<file path="src/rtl/stats_sequencer.sv">
// stats_sequencer: hardwired MAX / MIN / integer-average kernel over a block of bytes in the
// shared data memory. Reads base_addr..base_addr+count-1, one read per cycle, then divides the
// running sum by count through repeated subtraction. Owns the memory read port while busy.
//
// Optional feature: define STATS_ABORT_EN to add the abort input. An abort in READ/LAST/DIV
// ends the run on the next cycle with err set and the previous results retained.
//
// Ports:
//   clk        single clock, all state on the rising edge
//   reset      synchronous, active-high
//   start      request, accepted only in IDLE
//   base_addr  first element address, sampled on accept
//   count      number of elements, sampled on accept
//   mem_addr   read address to memory (holds its last value when not reading)
//   mem_rd_en  read strobe; mem_rdata returns one cycle later
//   mem_rdata  registered memory read data
//   busy       high from the cycle after accept through the done cycle
//   done       one-cycle pulse; results valid from this cycle
//   err        set with done when count==0 (or on abort); cleared on the next accept
//   max/min    unsigned maximum / minimum, held until the next done
//   quotient   floor(sum / count)
//   remainder  sum mod count
//   abort      (STATS_ABORT_EN only) cancel the run in progress
module stats_sequencer #(
  parameter int unsigned DATA_W = 8,
  parameter int unsigned ADDR_W = 8,
  parameter int unsigned CNT_W  = 8
) (
  input  logic              clk,
  input  logic              reset,
  input  logic              start,
  input  logic [ADDR_W-1:0] base_addr,
  input  logic [CNT_W-1:0]  count,
`ifdef STATS_ABORT_EN
  input  logic              abort,
`endif
  output logic [ADDR_W-1:0] mem_addr,
  output logic              mem_rd_en,
  input  logic [DATA_W-1:0] mem_rdata,
  output logic              busy,
  output logic              done,
  output logic              err,
  output logic [DATA_W-1:0] max,
  output logic [DATA_W-1:0] min,
  output logic [DATA_W-1:0] quotient,
  output logic [DATA_W-1:0] remainder
);

  // Sum of up to 2**CNT_W-1 words of DATA_W bits cannot overflow this width.
  localparam int unsigned SUM_W = DATA_W + CNT_W;

  typedef enum logic [2:0] {StIdle, StRead, StLast, StDiv, StDone} state_e;

  state_e              state_q, state_d;
  logic [ADDR_W-1:0]   addr_q;
  logic [CNT_W-1:0]    cnt_q;
  logic [CNT_W-1:0]    remaining_q;
  logic                cap_q;        // mem_rdata holds a word requested last cycle
  logic                seen_q;       // at least one word folded into max/min
  logic [DATA_W-1:0]   wmax_q, wmin_q;
  logic [SUM_W-1:0]    sum_q;
  logic [SUM_W-1:0]    rem_q;
  logic [DATA_W-1:0]   quo_q;
  logic [DATA_W-1:0]   max_q, min_q, quo_out_q, rem_out_q;
  logic                err_q;

  logic                accept;
  logic                finish;
  logic                abort_hit;
  logic [SUM_W-1:0]    word_ext;
  logic [SUM_W-1:0]    cnt_ext;
  logic                rem_ge;

  assign word_ext = SUM_W'(mem_rdata);
  assign cnt_ext  = SUM_W'(cnt_q);
  assign rem_ge   = (rem_q >= cnt_ext);

`ifdef STATS_ABORT_EN
  assign abort_hit = abort && (state_q inside {StRead, StLast, StDiv});
`else
  assign abort_hit = 1'b0;
`endif

  always_comb begin
    state_d = state_q;
    accept  = 1'b0;
    finish  = 1'b0;
    unique case (state_q)
      StIdle: begin
        if (start) begin
          accept  = 1'b1;
          state_d = (count == '0) ? StDone : StRead;
        end
      end
      StRead: begin
        if (remaining_q == CNT_W'(1)) state_d = StLast;
      end
      StLast: state_d = StDiv;
      StDiv: begin
        if (!rem_ge) begin
          finish  = 1'b1;
          state_d = StDone;
        end
      end
      StDone:  state_d = StIdle;
      default: state_d = StIdle;
    endcase
    // Abort pre-empts normal completion; results are not committed.
    if (abort_hit) begin
      finish  = 1'b0;
      state_d = StDone;
    end
  end

  always_ff @(posedge clk) begin
    if (reset) begin
      state_q     <= StIdle;
      addr_q      <= '0;
      cnt_q       <= '0;
      remaining_q <= '0;
      cap_q       <= 1'b0;
      seen_q      <= 1'b0;
      wmax_q      <= '0;
      wmin_q      <= '0;
      sum_q       <= '0;
      rem_q       <= '0;
      quo_q       <= '0;
      max_q       <= '0;
      min_q       <= '0;
      quo_out_q   <= '0;
      rem_out_q   <= '0;
      err_q       <= 1'b0;
    end else begin
      state_q <= state_d;
      cap_q   <= (state_q == StRead);

      if (accept) begin
        cnt_q       <= count;
        remaining_q <= count;
        sum_q       <= '0;
        seen_q      <= 1'b0;
        err_q       <= (count == '0);
        if (count == '0) begin
          max_q     <= '0;
          min_q     <= '0;
          quo_out_q <= '0;
          rem_out_q <= '0;
        end else begin
          addr_q <= base_addr;
        end
      end

      // Address advances after every issue except the last, so it holds the final address.
      if (state_q == StRead) begin
        remaining_q <= remaining_q - CNT_W'(1);
        if (remaining_q != CNT_W'(1)) addr_q <= addr_q + ADDR_W'(1);
      end

      if (cap_q) begin
        sum_q  <= sum_q + word_ext;
        seen_q <= 1'b1;
        if (!seen_q || mem_rdata > wmax_q) wmax_q <= mem_rdata;
        if (!seen_q || mem_rdata < wmin_q) wmin_q <= mem_rdata;
      end

      // Final word arrives in LAST; fold it straight into the dividend.
      if (state_q == StLast) begin
        rem_q <= sum_q + word_ext;
        quo_q <= '0;
      end

      if (state_q == StDiv && rem_ge) begin
        rem_q <= rem_q - cnt_ext;
        quo_q <= quo_q + DATA_W'(1);
      end

      if (finish) begin
        max_q     <= wmax_q;
        min_q     <= wmin_q;
        quo_out_q <= quo_q;
        rem_out_q <= rem_q[DATA_W-1:0];
      end

      if (abort_hit) err_q <= 1'b1;
    end
  end

  assign mem_addr  = addr_q;
  assign mem_rd_en = (state_q == StRead);
  assign busy      = (state_q != StIdle);
  assign done      = (state_q == StDone);
  assign err       = err_q;
  assign max       = max_q;
  assign min       = min_q;
  assign quotient  = quo_out_q;
  assign remainder = rem_out_q;

endmodule

</file>
<file path="config.mk">
export PLATFORM = sky130hd
export DESIGN_NAME = stats_sequencer
export DESIGN_NICKNAME = d
export VERILOG_FILES = /design/src/rtl/stats_sequencer.sv
export SDC_FILE = /design/constraint.sdc
export NUM_CORES = 1
export LEC_CHECK = 0
export CAP_MARGIN = 0
export CORE_UTILIZATION = 30
export CTS_CLUSTER_SIZE = 40
export DETAILED_ROUTE_END_ITERATION = 8
export MAX_ROUTING_LAYER = met4
export PLACE_DENSITY = 0.57
export SYNTH_ARGS = -nofsm -noshare
export SYNTH_HDL_FRONTEND = slang
export SYNTH_SLANG_ARGS = --single-unit
</file>
<file path="constraint.sdc">
create_clock -name clk -period 3 [get_ports clk]
set_input_delay 0.9 -clock clk [delete_from_list [all_inputs] [get_ports clk]]
set_output_delay 0.9 -clock clk [all_outputs]
set_load 0.03 [all_outputs]
</file>
After elaboration in Yosys (flattened, before gate mapping)
Cells that the tools add are included.

storage, ports and cells
  flip-flop bits (word level) = 118
  word-level logic and storage cells = 78
  output and inout port bits = 44
  input bits = 27

operators by class
  eq/ne operators = 9
  magnitude comparators = 3
  add/sub/neg operators = 5
  multiplexer cells = 29
  reductions and logical operators = 16

operators with widths
  operator                                          count
  two-way mux 8 bit                                 14
  two-way mux 16 bit                                4
  adder 16 x 8 -> 16 bit                            1
  adder 8 x 1 -> 8 bit, second input constant       2
  >= comparator 16 x 8 -> 1 bit                     1
  subtractor 16 x 8 -> 16 bit                       1
  two-way mux 3 bit                                 4
  case mux 3 bit (4 select lines)                   1
  nonzero test 2 bit                                5
  == test 8 x 1 -> 1 bit, second input constant     1
  > comparator 8 bit                                1
  logical NOT 8 bit                                 1
  less-than comparator 8 bit                        1
  != test 8 x 1 -> 1 bit, second input constant     1
  subtractor 8 x 1 -> 8 bit, second input constant  1
  == test 3 x 2 -> 1 bit, second input constant     2
  two-way mux 1 bit                                 6
  AND reduction 2 bit                               3
  != test 2 bit, second input constant              2
  == test 3 x 1 -> 1 bit, second input constant     1
  == test 3 bit, second input constant              1
  logical NOT 3 bit                                 1
  AND reduction 3 bit                               1
  nonzero test 3 bit                                1
  4 further kinds                                   5

Longest topological paths before layout
  depth in word-level cells = 5
  depth in mapped cells = 12
  depth with buffers taken out = 9

Least setup slack after synthesis
Ideal clock, no wire load.

  path type = in2reg
  start = in mem_rdata[0]
  end = reg sum_q[14]
  library setup time = 128 ps
  arrival time = 2,679 ps
  path slack = 194 ps
  stages = 8
  path buffers = 0
  required time = 2,872 ps
  path through = ha_1 -> fa_1 -> a21o_1 -> a221oi_2 -> nor4_1 -> a311oi_1 -> mux2_2 -> nor2_1

on the way
  word-level cells in the longest chain between the ends = 2

RTL lines
  item                    line  text
  start: declaration      39    input logic [DATA_W-1:0] mem_rdata,
  adder 16 x 8 -> 16 bit  160   sum_q <= sum_q + word_ext;
  two-way mux 16 bit      159   if (cap_q) begin
  end signal: assignment  160
  end: declaration        61    logic [SUM_W-1:0] sum_q;

No other way between the ends.
A chain may end at the register's enable or synchronous reset.

Worst setup path after layout
  start = in mem_rdata[4]
  end = reg rem_q[15]

on the way
  word-level cells in the longest chain between the ends = 3

RTL lines
  item                    line  text
  adder 16 x 8 -> 16 bit  168   rem_q <= sum_q + word_ext;
  two-way mux 16 bit      167   if (state_q == StLast) begin
  two-way mux 16 bit      172   if (state_q == StDiv && rem_ge) begin
  end signal: assignment  168
  end signal: assignment  173   rem_q <= rem_q - cnt_ext;
  end: declaration        62    logic [SUM_W-1:0] rem_q;

No other way between the ends. The select of a mux whose other input is x is not followed.

==> results.py <==
metrics = {
    "status": {
        "outcome": "complete, no violations",
    },
    "logic_synthesis": {
        "synth_edf_count": 0,
        "ys.flop_type": "dfxtp_1",
        "syn_inst": 748,
        "synthesis.nets": 812,
        "synth_seq_cells": 118,
        "synth_top_cell_by_area": "dfxtp_1",
        "synth_async_sr_flop_share_pct": 0,
        "netlist-cell-type-count": 79,
        "ys_seq_area_share_pct": 35.4,
        "yosys_warnings": 0,
        "avgSynthCellArea_sq_um": 8.92,
        "syn_area_sq_um": 6670,
        "netlist.area_leader.share_pct": 35.4,
        "yosys-top-cells-area": "dfxtp_1, ha_1, nor2_1, a22oi_2, a21oi_1",
    },
    "critical_path": {
        "worstPathRequired_ns": 3.29,
        "end_kind": "register",
        "critPathKind": "input port to register",
        "cp_num_buf_inv": 2,
        "critPathLaunch": "mem_rdata[4]",
        "crit_path_start_kind": "input port",
        "cp_max_fo": 4,
        "crit_arrival_ns": 3.20,
        "slowest_delay_ns": 0.47,
        "r2r-start": "rem_q[0]",
        "path_delay_family": "compound AO/OA/AOI/OAI gates",
        "path_cells": "clkdlybuf4s50_1 -> ha_1 -> a21o_1 -> a31oi_2 -> a21oi_1 -> o31ai_1 -> buf_4 -> xor2_1 -> o221ai_1",
        "slowest_stage": "clkdlybuf4s50_1",
    },
    "floorplanning": {
        "die_y_um": 151,
        "dieArea_sq_um": 22800,
        "core_sq_um": 21800,
        "core.rowCount": 54,
        "initial_utilization_pct": 30.6,
        "chipWidth_um": 151,
        "pin_count": 71,
    },
    "cts": {
        "clock_sinks": 118,
        "clk_path_buf_depth": 2,
        "cts_hold_buf": 0,
        "numCtsBuffers": 17,
        "cts_root_buffer": "clkbuf_16",
        "clk_pin_slew_worst_paths_ns": 0.05,
        "insertion_delay_ns": 0.42,
        "cts_tree": "yes",
        "cts_max_level": 4,
    },
    "layout": {
        "nFillCells": 2186,
        "nNetsFinal": 927,
        "areaGrowthSynthToFinish_pct": 29.2,
        "multi_input_area_sq_um": 3970,
        "seq_area_sq_um": 2360,
        "fin_cells": 1154,
        "antenna_cells": 0,
        "drive_gt1_share_pct": 18.5,
    },
    "routing": {
        "post_drt_wl_per_cell_um": 15.2,
        "drt_first_pass_iters": 5,
        "num_vias": 5874,
        "drtIter0Drc": 395,
        "final_antenna_net_count": 0,
        "drc": 0,
        "wl_um": 17600,
        "avgViaCountPerCell": 5.09,
    },
    "timing": {
        "fin_skew_ns": 0.00776,
        "finalHoldViolations": 0,
        "max-slew-margin-rel_pct": 60.4,
        "rsz0062_at_grt": "false",
        "fin_setup_tns_ns": 0,
        "fmax_ghz": 0.344,
        "slew_violations": 0,
        "finalSetupViolCount": 0,
        "whs_ns": 0.455,
        "tightest_slew_ns": 0.593,
        "finalCritPeriodShare_pct": 97.0,
        "post-route-min-period_ns": 2.91,
    },
    "power_and_ir_drop": {
        "leakage_nw": 3.29,
        "power_density_nw_per_um2": 617,
        "ir_drop_mv": 0.241,
    },
    "hold_path": {
        "hp-class": "register to register",
        "min_from": "err",
    },
    "place": {
        "gp_congestion": 0.847,
        "io_buffer_count": 70,
        "dp.cells": 1123,
        "hpwl_um": 12700,
    },
    "grt": {
        "grt.overflow.total": 0,
        "grt_pass1_wl_um": 28400,
        "antenna_found_initial": 0,
        "gr-usage-met1_pct": 21.9,
        "grt_pass1_vias": 5460,
        "grt_use_met2_pct": 25.0,
        "grt_max_degree": 40,
        "top_usage_layer": "met2",
        "grt_use_met3_pct": 3.19,
        "track_usage_pct": 16.5,
    },
    "job": {
        "cap_violations": 0,
    },
}
## kinds of logic (layout without fill, tap and decap cells)
family                     Yosys count  after routing  share of synthesized area (%)
AOI/OAI and AO/OA                  208            208                           25.2
buffers and inverters               69            195                           5.23
and+or+nand+nor                    280            280                           21.8
adders and majority gates           37             37                           7.16
xor gates and xnor gates            13             13                           1.71
DFF                                118            118                           35.4
muxes                               23             23                           3.53
## layout make-up
type                    count  share of cell area (%)
well taps                 280                    4.06
flip-flops and latches    118                    27.4
clock buffers              20                    5.18
clock inverters            10                    1.80
inverters                  34                    1.48
repair buffers            131                    14.0
multi-input cells         561                    46.1
## flip-flops by register name, indices dropped and copies added, names as in the netlist, 3 cells and up
register,cells
remainder,8
remaining_q,8
cnt_q,8
state_q,3
mem_addr,8
rem_q,16
sum_q,16
quotient,8
wmax_q,8
quo_q,8
min,8
max,8
wmin_q,8
## per-layer routing
layer	up-vias	wire length (um)	part of all wire, %
met5	-	0	0
met4	0	203	1.2
met3	18	628	3.6
met2	100	8100	46
met1	2797	8630	49
li1	2959	-	-
## cell usage after synthesis, types with 5 or more instances
library cell / number
o211a_1: 5
mux2i_1: 19
nor2_1: 98
nor3_1: 9
xnor2_1: 10
a31oi_1: 9
a221oi_1: 7
dfxtp_1: 118
and3_1: 23
o21ai_0: 26
nand2_1: 42
ha_1: 35
nand3_1: 23
a22oi_1: 5
a211o_1: 7
buf_6: 8
inv_1: 33
nor2b_1: 6
nor3b_1: 10
a22oi_2: 29
clkbuf_1: 23
nand2b_1: 27
or3_1: 5
a211oi_1: 8
a21oi_1: 58
nand4_1: 6
a21o_1: 8
## worst register-to-register path: cells and delay by family, from the launching register on
kind	cells	cell delay, ns
adder cells (fa/ha/maj)	2	0.60
flip-flops	1	0.34
buffers and inverters	1	0.05
AO/OA/AOI/OAI	3	1.05
AND/OR/NAND/NOR	3	0.52
## worst paths after layout
| path | cells past startpoint | end | slack (ns) |
|---|---|---|---|
| setup / recovery | 9 | rem_q[15] | 0.09 |
| hold / removal | 2 | err | 0.46 |
| setup reg to reg | 9 | rem_q[14] | 0.34 |
| hold reg to reg | 2 | err | 0.46 |
## placed cells by master, fill, tap and decap left out, types with 26 or more instances in the layout
cell	count
dfxtp_1	118
nor2_1	98
clkdlybuf4s50_1	69
a21oi_1	58
buf_4	58
nand2_1	42
ha_1	35
inv_1	33
a22oi_2	29
nand2b_1	27
o21ai_0	26
## power breakdown
| part | switching, W | internal (W) | total [W] |
|---|---|---|---|
| Sequential | 0.0000935 | 0.00167 | 0.00176 |
| Clock | 0.000723 | 0.00139 | 0.00212 |
| Combinational | 0.000871 | 0.000573 | 0.00144 |
## stage by stage
step / utilization [%] / instance area (sq um) / power, W / setup WS [ns]
final: 39.5 / 8620 / 0.00532 / 0.0900
after detailed placement: 36.7 / 8000 / 0.00322 / -0.398
after global routing: 39.5 / 8620 / 0.00560 / 0.0126
after CTS: 39.4 / 8600 / 0.00535 / 0.0520
after global placement: 36.7 / 8000 / 0.00322 / -0.288
after floorplan: - / 6670 / 0.00281 / 0.194
## what timing repair did
| item | 4_1_cts | 5_1_grt |
|---|---|---|
| endpoints found under the hold margin | 0 | 0 |
| endpoints found under the setup margin | 0 | 3 |
| setup buffers | 0 | 1 |
| gates resized for setup | 0 | 1 |
(Power assumes the default switching activity.)
